<file path="config.mk">
export PLATFORM = sky130hd
export DESIGN_NAME = fir_core
export DESIGN_NICKNAME = d
export VERILOG_FILES = /design/src/rtl/fir_pkg.sv /design/src/rtl/fir_mac.sv /design/src/rtl/fir_core.sv
export SDC_FILE = /design/constraint.sdc
export NUM_CORES = 1
export LEC_CHECK = 0
export ABC_AREA = 1
export CAP_MARGIN = 5
export CORE_MARGIN = 10
export CORE_UTILIZATION = 45
export CTS_BUF_LIST = sky130_fd_sc_hd__clkbuf_4 sky130_fd_sc_hd__clkbuf_8
export CTS_CLUSTER_DIAMETER = 150
export DETAILED_ROUTE_END_ITERATION = 8
export PLACE_DENSITY = 0.64
export RECOVER_POWER = 100
export SLEW_MARGIN = 5
export SYNTH_ARGS = -nofsm -noshare
export SYNTH_HDL_FRONTEND = slang
export SYNTH_SLANG_ARGS = --single-unit
</file>
<file path="constraint.sdc">
create_clock -name a_clk -period 21.6 [get_ports a_clk]
set_clock_uncertainty 0.1 [all_clocks]
set_input_delay 6.48 -clock a_clk [delete_from_list [all_inputs] [get_ports a_clk]]
set_output_delay 6.48 -clock a_clk [all_outputs]
set_load 0.01 [all_outputs]
</file>
<file path="src/rtl/fir_pkg.sv">
// Shared types and helpers for the FIR filter engine: FSM state encoding,
// accumulator sizing and the shift-and-saturate used on each result.
package fir_pkg;

    typedef enum logic [2:0] {
        IDLE   = 3'd0,
        MAC    = 3'd1,
        DRAIN  = 3'd2,
        WRITE  = 3'd3,
        FINISH = 3'd4
    } fir_state_t;

    function automatic int acc_width(input int data_size, input int taps);
        return 2 * data_size + $clog2(taps);
    endfunction

    // Result is returned sign-extended to 64 bits; the caller keeps the low res_bits.
    function automatic logic signed [63:0] sat_res(input logic signed [63:0] acc,
                                                    input int shift,
                                                    input int res_bits = 21);
        logic signed [63:0] w_shifted;
        logic signed [63:0] w_max;
        logic signed [63:0] w_min;
        w_shifted = acc >>> shift;
        w_max     = (64'sd1 <<< (res_bits - 1)) - 64'sd1;
        w_min     = -(64'sd1 <<< (res_bits - 1));
        if (w_shifted > w_max) begin
            return w_max;
        end else if (w_shifted < w_min) begin
            return w_min;
        end
        return w_shifted;
    endfunction

endpackage

</file>
<file path="src/rtl/fir_mac.sv">
// Multiply-accumulate datapath: registered product, then accumulator with
// clear-on-first-tap; masked taps contribute zero. Two cycles input to accumulator.
module fir_mac
    import fir_pkg::*;
#(
    parameter int DATA_SIZE = 16,
    parameter int TAPS      = 32,
    parameter int RES_SIZE  = 21,
    parameter int OUT_SHIFT = 15
) (
    input  logic                 a_clk,
    input  logic                 a_rst_n,
    input  logic                 i_en,
    input  logic                 i_first,
    input  logic                 i_valid,
    input  logic [DATA_SIZE-1:0] i_sample,
    input  logic [DATA_SIZE-1:0] i_coef,
    output logic [RES_SIZE-1:0]  o_res
);

    localparam int PROD_W = 2 * DATA_SIZE;
    localparam int ACC_W  = acc_width(DATA_SIZE, TAPS);

    logic signed [PROD_W-1:0] w_prod;
    logic signed [ACC_W-1:0]  w_prod_ext;
    logic signed [63:0]       w_acc_ext;
    logic signed [PROD_W-1:0] r_prod;
    logic                     r_en;
    logic                     r_first;
    logic signed [ACC_W-1:0]  r_acc;

    assign w_prod     = $signed(i_sample) * $signed(i_coef);
    assign w_prod_ext = {{(ACC_W - PROD_W){r_prod[PROD_W-1]}}, r_prod};
    assign w_acc_ext  = {{(64 - ACC_W){r_acc[ACC_W-1]}}, r_acc};

    always_ff @(posedge a_clk) begin
        if (!a_rst_n) begin
            r_prod  <= '0;
            r_en    <= 1'b0;
            r_first <= 1'b0;
            r_acc   <= '0;
        end else begin
            r_en    <= i_en;
            r_first <= i_first;
            r_prod  <= (i_en && i_valid) ? w_prod : '0;
            if (r_en) begin
                r_acc <= r_first ? w_prod_ext : r_acc + w_prod_ext;
            end
        end
    end

    assign o_res = RES_SIZE'(sat_res(w_acc_ext, OUT_SHIFT, RES_SIZE));

endmodule

</file>
<file path="src/rtl/fir_core.sv">
// FIR engine: walks n over the requested outputs and k over the taps, reading
// sample/coef RAMs, and writes one saturated result per output index.
module fir_core
    import fir_pkg::*;
#(
    parameter int DATA_SIZE = 16,
    parameter int ADDR_SIZE = 13,
    parameter int RES_SIZE  = 21,
    parameter int TAPS      = 32,
    parameter int OUT_SHIFT = 15
) (
    input  logic                     a_clk,
    input  logic                     a_rst_n,
    input  logic                     start,
    input  logic [ADDR_SIZE:0]       sample_count,
    output logic                     busy,
    output logic                     done,
    output logic [ADDR_SIZE-1:0]     f_address_rd,
    input  logic [DATA_SIZE-1:0]     f_sample,
    output logic [$clog2(TAPS)-1:0]  f_coef_addr,
    input  logic [DATA_SIZE-1:0]     f_coef,
    output logic [ADDR_SIZE-1:0]     f_address_wr,
    output logic [RES_SIZE-1:0]      f_data_out,
    output logic                     f_wr,
    output logic [2:0]               o_dbg_state
);

    localparam int                 K_W     = $clog2(TAPS);
    localparam logic [K_W-1:0]     K_LAST  = K_W'(TAPS - 1);
    localparam logic [K_W-1:0]     K_ONE   = K_W'(1);
    localparam logic [ADDR_SIZE:0] CNT_ONE = (ADDR_SIZE + 1)'(1);
    localparam logic [ADDR_SIZE-1:0] N_ONE = ADDR_SIZE'(1);

    fir_state_t             r_state;
    fir_state_t             w_next;
    logic [ADDR_SIZE:0]     r_count;
    logic [ADDR_SIZE-1:0]   r_n;
    logic [K_W-1:0]         r_k;
    logic [1:0]             r_drain;
    logic                   r_en1;
    logic                   r_first1;
    logic                   r_vld1;
    logic                   r_wr;
    logic [ADDR_SIZE-1:0]   r_addr_wr;
    logic [RES_SIZE-1:0]    r_data_out;
    logic [ADDR_SIZE-1:0]   w_k_ext;
    logic                   w_valid;
    logic                   w_last;
    logic [RES_SIZE-1:0]    w_res;

    assign w_k_ext = {{(ADDR_SIZE - K_W){1'b0}}, r_k};
    assign w_valid = (r_n >= w_k_ext);
    assign w_last  = ({1'b0, r_n} == (r_count - CNT_ONE));

    // An empty run spends one DRAIN cycle so that done lands two cycles after start.
    always_comb begin
        w_next = r_state;
        case (r_state)
            IDLE:    if (start) w_next = (sample_count == '0) ? DRAIN : MAC;
            MAC:     if (r_k == K_LAST) w_next = DRAIN;
            DRAIN: begin
                if (r_count == '0)        w_next = FINISH;
                else if (r_drain == 2'd2) w_next = WRITE;
            end
            WRITE:   w_next = w_last ? FINISH : MAC;
            FINISH:  w_next = IDLE;
            default: w_next = IDLE;
        endcase
    end

    always_ff @(posedge a_clk) begin
        if (!a_rst_n) begin
            r_state    <= IDLE;
            r_count    <= '0;
            r_n        <= '0;
            r_k        <= '0;
            r_drain    <= '0;
            r_en1      <= 1'b0;
            r_first1   <= 1'b0;
            r_vld1     <= 1'b0;
            r_wr       <= 1'b0;
            r_addr_wr  <= '0;
            r_data_out <= '0;
        end else begin
            r_state  <= w_next;
            r_en1    <= (r_state == MAC);
            r_first1 <= (r_k == '0);
            r_vld1   <= w_valid;
            case (r_state)
                IDLE: if (start) begin
                    r_count <= sample_count;
                    r_n     <= '0;
                    r_k     <= '0;
                    r_drain <= '0;
                end
                MAC:   r_k <= r_k + K_ONE;
                DRAIN: r_drain <= r_drain + 2'd1;
                WRITE: begin
                    r_drain <= '0;
                    if (!w_last) r_n <= r_n + N_ONE;
                end
                default: ;
            endcase
            // Result is captured on entry to WRITE, when the last tap has just landed.
            r_wr <= (w_next == WRITE);
            if (w_next == WRITE) begin
                r_addr_wr  <= r_n;
                r_data_out <= w_res;
            end
        end
    end

    always_comb begin
        busy         = 1'b0;
        done         = 1'b0;
        f_coef_addr  = '0;
        f_address_rd = '0;
        case (r_state)
            MAC: begin
                busy         = 1'b1;
                f_coef_addr  = r_k;
                f_address_rd = r_n - w_k_ext;
            end
            DRAIN, WRITE: busy = 1'b1;
            FINISH:       done = 1'b1;
            default: ;
        endcase
    end

    assign f_wr         = r_wr;
    assign f_address_wr = r_addr_wr;
    assign f_data_out   = r_data_out;
    assign o_dbg_state  = r_state;

    fir_mac #(
        .DATA_SIZE(DATA_SIZE),
        .TAPS     (TAPS),
        .RES_SIZE (RES_SIZE),
        .OUT_SHIFT(OUT_SHIFT)
    ) u_mac (
        .a_clk   (a_clk),
        .a_rst_n (a_rst_n),
        .i_en    (r_en1),
        .i_first (r_first1),
        .i_valid (r_vld1),
        .i_sample(f_sample),
        .i_coef  (f_coef),
        .o_res   (w_res)
    );

endmodule

</file>
==> results.cfg, run 1 <==
[outcome]
status = complete, but fails checks
violations = max-capacitance violations, max-slew violations

[floorplan]
die_area_um2 = 52830
fp.coreArea_um2 = 43270
die_w_um = 229.9
start_util_pct = 45.80
core.rowCount = 76
die-height_um = 229.9
io_pins = 107

[detailed_routing]
wire_per_inst_um = 16.35
drc = 0
wl_mm = 55.72
ant_nets = 0
viasPerCell = 5.139
wl_met1_mm = 24.34
firstDrtPassIters = 5
met3_length_mm = 2.733
wl_met2_mm = 27.13
drt-initial-drc-count = 1094
vias = 17508
topRoutingLayerUsed = met4

[cts]
clk_pin_slew_ns = 0.11
cts_made_buffers = 17
clockRootBuffer = clkbuf_8
post_cts.repair.setup_buffers = 0
cts_tree = built
clkLatencyLatePin_ns = 0.48
htree_levels = 4
holdBufCountCts = 0
cts_resized = 0
cts.sinks = 146
clock_path_buffers = 2

[global_route]
antenna_found_initial = 0
grt_pass1_wl_mm = 92.83
track_usage_pct = 21.48
grt.overflow.total = 0
grt_max_degree = 62
first_global_vias = 17859

[synth]
yosys.area_share.simple_pct = 22.99
synth_nets = 3237
yosys.area.top_type = fa_1
avgSynthCellArea_um2 = 7.090
synth_top_family_by_area = adder cells
synth_area_um2 = 19820
synth_warnings = 0
synthCells = 2795
synth-seq-cells = 146
synth-edff-count = 0
synth_compound_area_share_pct = 10.73
synth.distinct_cells = 50
yosys.area_share.xor_xnor_pct = 2.121
yosysSeqAreaShare_pct = 14.75
yosys.area.top_type_share_pct = 26.67
synth_adder_area_share_pct = 34.81
ys.flop_type = dfxtp_1
synthTopCellsByArea = fa_1, dfxtp_1, nand2_1
synthArstFlopShare_pct = 0
synthMuxAreaShare_pct = 0

[critical_path]
crit_fanout = 16
end_kind = flop
start_kind = input pin
crit_type = in -> reg
critPathArrivalTime_ns = 13.16
cp.required_ns = 21.86

[timing]
hold_viol = 0
worst_hold_slack_ns = 0.3338
worstMarginPinSlew_ns = 3.412
setup-tns-final_ns = 0
grt_setup_unrepaired = no
min_period_ns = 12.91
slew_headroom_pct = -127.4
report.final.slew_viol_count = 115
finalSetupViolCount = 0
fmax_mhz = 77.47
fin_crit_sh_pct = 59.76

[power_and_ir_drop]
leakage_nw = 11.19
p_per_area_nw_per_um2 = 148.6
ir_worst_vdd_uv = 214.1

[place]
port_buffers = 106
hpwl_mm = 45.83
place_congestion = 0.9251

[cells_and_area]
n_fill_cell = 4372
drive_above_1_share_pct = 2.835
fin_nets = 3251
n_antenna_cell = 0
areaGrowthSynthToFinish_pct = 8.391

[job]
drv_cap = 2

[min_path]
hold_class = reg -> reg
-- area by class of cell --
class	count	area (µm²)	area share (%)
timing repair buffer	113	1122	5.225
tap	585	732.0	3.408
clock inverter	14	145.1	0.6757
clock buffer	18	247.7	1.153
sequential	146	2923	13.61
inverter	618	2320	10.80
multi-input combinational	1913	13990	65.13
-- critical path, cell delays in order --
cell           delay [ns]
dlygate4sd3_1        1.01
nand2_1              0.20
inv_1                0.16
fa_1                 0.55
fa_1                 0.57
fa_1                 0.44
fa_1                 0.51
fa_1                 0.55
inv_1                0.06
fa_1                 0.52
inv_1                0.04
ha_1                 0.36
nand2_1              0.14
nor3_1               0.59
nand4_1              0.18
nand3_1              0.25
nand2_1              0.08
nand2_1              0.09
o21ai_0              0.08
a21oi_1              0.28
-- through the flow --
step           power [mW]  utilization, %  area (µm²)  std cells  setup slack [ns]
2_1_floorplan       2.341               -       19820       2795             9.741
3_3_place_gp        2.953           48.74       21090       3374             8.327
3_5_place_dp        2.981           48.74       21090       3374             8.371
4_1_cts             3.217           49.65       21480       3406             8.843
5_1_grt             3.671           49.65       21480       3407             8.407
6_report            3.192           49.65       21480       3407             8.693
-- layout by cell type, fill, tap and decap left out, drive strengths merged, types with 61 or more instances in the layout --
cell	instances
a21oi	180
dfxtp	146
dlygate4sd3	61
fa	264
ha	129
inv	621
nand2	651
nand3	100
nor2	247
o21ai	126
-- flip-flops by register name, summed over array words and instances, names as in the netlist, 3 cells and up --
name / cells
f_address_wr: 13
f_data_out: 21
o_dbg_state: 3
r_count: 14
r_k: 5
r_n: 13
u_mac.r_acc: 37
u_mac.r_prod: 32
-- synth_stat cells, drive strengths merged (27+ instances only) --
master and n:
a21oi 180, a31oi 28, clkbuf 100, dfxtp 146
fa 264, ha 129, inv 615, nand2 651
nand3 100, nand3b 27, nor2 247, o21ai 126
xor2 27
-- path summary, 6_finish.rpt --
kind,endpoint,from,cells past startpoint,slack (ns)
setup / recovery,u_mac.r_prod[24],f_coef[1],20,8.69
hold / removal,u_mac.r_first,r_first1,2,0.33
hold reg to reg,u_mac.r_first,r_first1,2,0.33
setup reg to reg,u_mac.r_acc[30],u_mac.r_prod[0],15,18.62
-- cell families after synthesis --
group,Yosys count
fa+ha+maj,393
xor+xnor,48
simple gates,1088
compound gates,384
buf+inv,736
flops,146
-- per-layer routing --
layer	GRT usage [%]	vias to the layer above
met5	0	-
met4	6.721	0
met2	37.06	461
li1	-	8533
met1	27.48	8435
met3	2.647	79
-- report_power, final --
group	switching (mW)	internal (mW)	total, mW
clock network	0.130	0.0887	0.219
logic	1.70	0.957	2.66
registers	0.0239	0.288	0.312
Note: power is estimated with default switching activity, not from simulation.
==> inputs of run 2 (changes only) <==
- clock period: 21.6 -> 12.7 ns (I/O delays scaled with it)
==> run 2 against run 1 <==
  * The flow still finishes with violations (max-capacitance violations, max-slew violations)
  * Wire length grew 0.29%
  * Global-route usage is essentially flat
  * Sequential share of layout area is essentially flat
  * Power grew 70%
  * Largest power group unchanged
  * Critical endpoint unchanged
  * Combinational power grew 69%
  * Critical path depth is the same
  * Largest cell class unchanged
  * Sequential power grew 70%
  * Final cell count is the same
==> results.cfg, run 2 (synthesis results as in run 1) <==
[outcome]
status = complete, but fails checks
violations = max-capacitance violations, max-slew violations

[detailed_routing]
drt-initial-drc-count = 1414
wire_per_inst_um = 16.40
ant_nets = 0
wl_mm = 55.88
vias = 17512
firstDrtPassIters = 5
drc = 0
viasPerCell = 5.140

[critical_path]
crit_fanout = 16
rr_startpoint = u_mac.r_prod[0]
end_kind = flop
cp.required_ns = 12.99
crit_type = in -> reg
start_kind = input pin
slowest_stage = dlygate4sd3_1
r2r-end = u_mac.r_acc[28]
regToRegSetupSlack_ns = 9.74
critPathArrivalTime_ns = 10.42
slowest_delay_ns = 1.07
crit_chain = dlygate4sd3_1 > nand2_1 > fa_1 > inv_1 > fa_1 > fa_1 > fa_1 > fa_1 > inv_1 > fa_1 > inv_1 > ha_1 > nand2_1 > nor3_1 > nand4_1 > nand3_1 > nand2_1 > nand2_1 > o21ai_0 > a21oi_1
crit_path_frequent_cell = fa_1
r2r_cells = 15
cp-startpoint = f_sample[7]

[cts]
clkLatencyLatePin_ns = 0.48
cts_resized = 0
clockRootBuffer = clkbuf_8
holdBufCountCts = 0
clock_path_buffers = 2
cts_tree = built
post_cts.repair.setup_buffers = 0
cts_made_buffers = 17
clk_pin_slew_ns = 0.09
htree_levels = 4
cts.sinks = 146

[global_route]
antenna_found_initial = 0
grt_pass1_wl_mm = 92.18
track_usage_pct = 21.43
grt_max_degree = 62
grt.overflow.total = 0
first_global_vias = 17831

[cells_and_area]
drive_above_1_share_pct = 2.941
seqCellArea_um2 = 2923
n_antenna_cell = 0
layout_common_cells = nand2_1, inv_1, fa_1
top_register = u_mac.r_acc
fin_nets = 3251
n_fill_cell = 4391
multi_input_area_um2 = 14000
final_common_cell = nand2_1
areaGrowthSynthToFinish_pct = 8.479
largest_reg_flops = 37

[power_and_ir_drop]
leakage_nw = 11.19
finalPower_mw = 5.425
ir_worst_vdd_uv = 380.2
p_per_area_nw_per_um2 = 252.4

[floorplan]
core.rowCount = 76
io_pins = 107
start_util_pct = 45.80
fp.coreArea_um2 = 43270
die_w_um = 229.9
die_area_um2 = 52830
die-height_um = 229.9

[place]
port_buffers = 106
place_congestion = 0.9235
hpwl_mm = 45.83

[timing]
grt_setup_unrepaired = no
fin_crit_sh_pct = 79.74
setup-tns-final_ns = 0
slew_headroom_pct = -124.5
hold_viol = 0
worstMarginPinSlew_ns = 3.368
finalSetupViolCount = 0
report.final.slew_viol_count = 115
fmax_mhz = 98.75
min_period_ns = 10.13

[min_path]
holdPathStages = 2
min_from = r_first1
hold_class = reg -> reg
worstHoldEndpoint = u_mac.r_first

[job]
drv_cap = 2
==> run 2: changes by cell type in the layout (fill, tap and decap cells not counted), sizes merged <==
cell    previous run  this run
bufinv             0         2
clkbuf            21        25
clkinv             9         6
inv              621       618
==> run 2: stage by stage <==
| step | worst slack [ns] | util (%) | hold slack (ns) | cells | area, µm² |
|---|---|---|---|---|---|
| final | 2.573 | 49.69 | 0.3331 | 3407 | 21500 |
| after global routing | 2.257 | 49.69 | 0.3714 | 3407 | 21500 |
| after CTS | 2.670 | 49.73 | 0.3326 | 3407 | 21520 |
| after detailed placement | 2.163 | 48.76 | 0.3008 | 3375 | 21100 |
| after global placement | 2.200 | 48.76 | 0.3042 | 3375 | 21100 |
| after floorplan | 3.511 | - | 0.2905 | 2795 | 19820 |
==> run 2: cell type report <==
type | count | area share (%)
Multi-Input combinational cell | 1913 | 65.13
Sequential cell | 146 | 13.60
Inverter | 618 | 10.79
Timing Repair Buffer | 113 | 5.127
Tap cell | 585 | 3.405
Clock buffer | 22 | 1.379
Clock inverter | 10 | 0.5704
==> run 2: worst max-delay path by stage <==
| stage | slack, ns | end | cells past startpoint |
|---|---|---|---|
| floorplan | 3.51 | u_mac.r_prod[29] | 21 |
| global route | 2.26 | u_mac.r_prod[24] | 20 |
| CTS | 2.67 | u_mac.r_prod[24] | 20 |
| global placement | 2.20 | u_mac.r_prod[24] | 20 |
| detailed placement | 2.16 | u_mac.r_prod[24] | 20 |
| finish | 2.57 | u_mac.r_prod[24] | 20 |
==> run 2: power by group <==
| group | internal (mW) | switching (mW) | total (mW) |
|---|---|---|---|
| registers | 0.489 | 0.0398 | 0.529 |
| logic | 1.62 | 2.87 | 4.49 |
| clock network | 0.200 | 0.202 | 0.402 |
==> run 2: worst max-delay path: cells and delay by family <==
kind,cells,cell delay (ns)
simple gates,7,1.49
fa+ha+maj,7,3.58
compound gates,2,0.29
buf+inv,4,1.23
==> run 2: metal layers <==
metal	wire length (µm)	GRT usage [%]	part of all wire [%]
met5	0	0	0
met4	1247	5.632	2.2
met3	2430	2.450	4.3
met2	27660	37.97	49
met1	24540	27.12	44
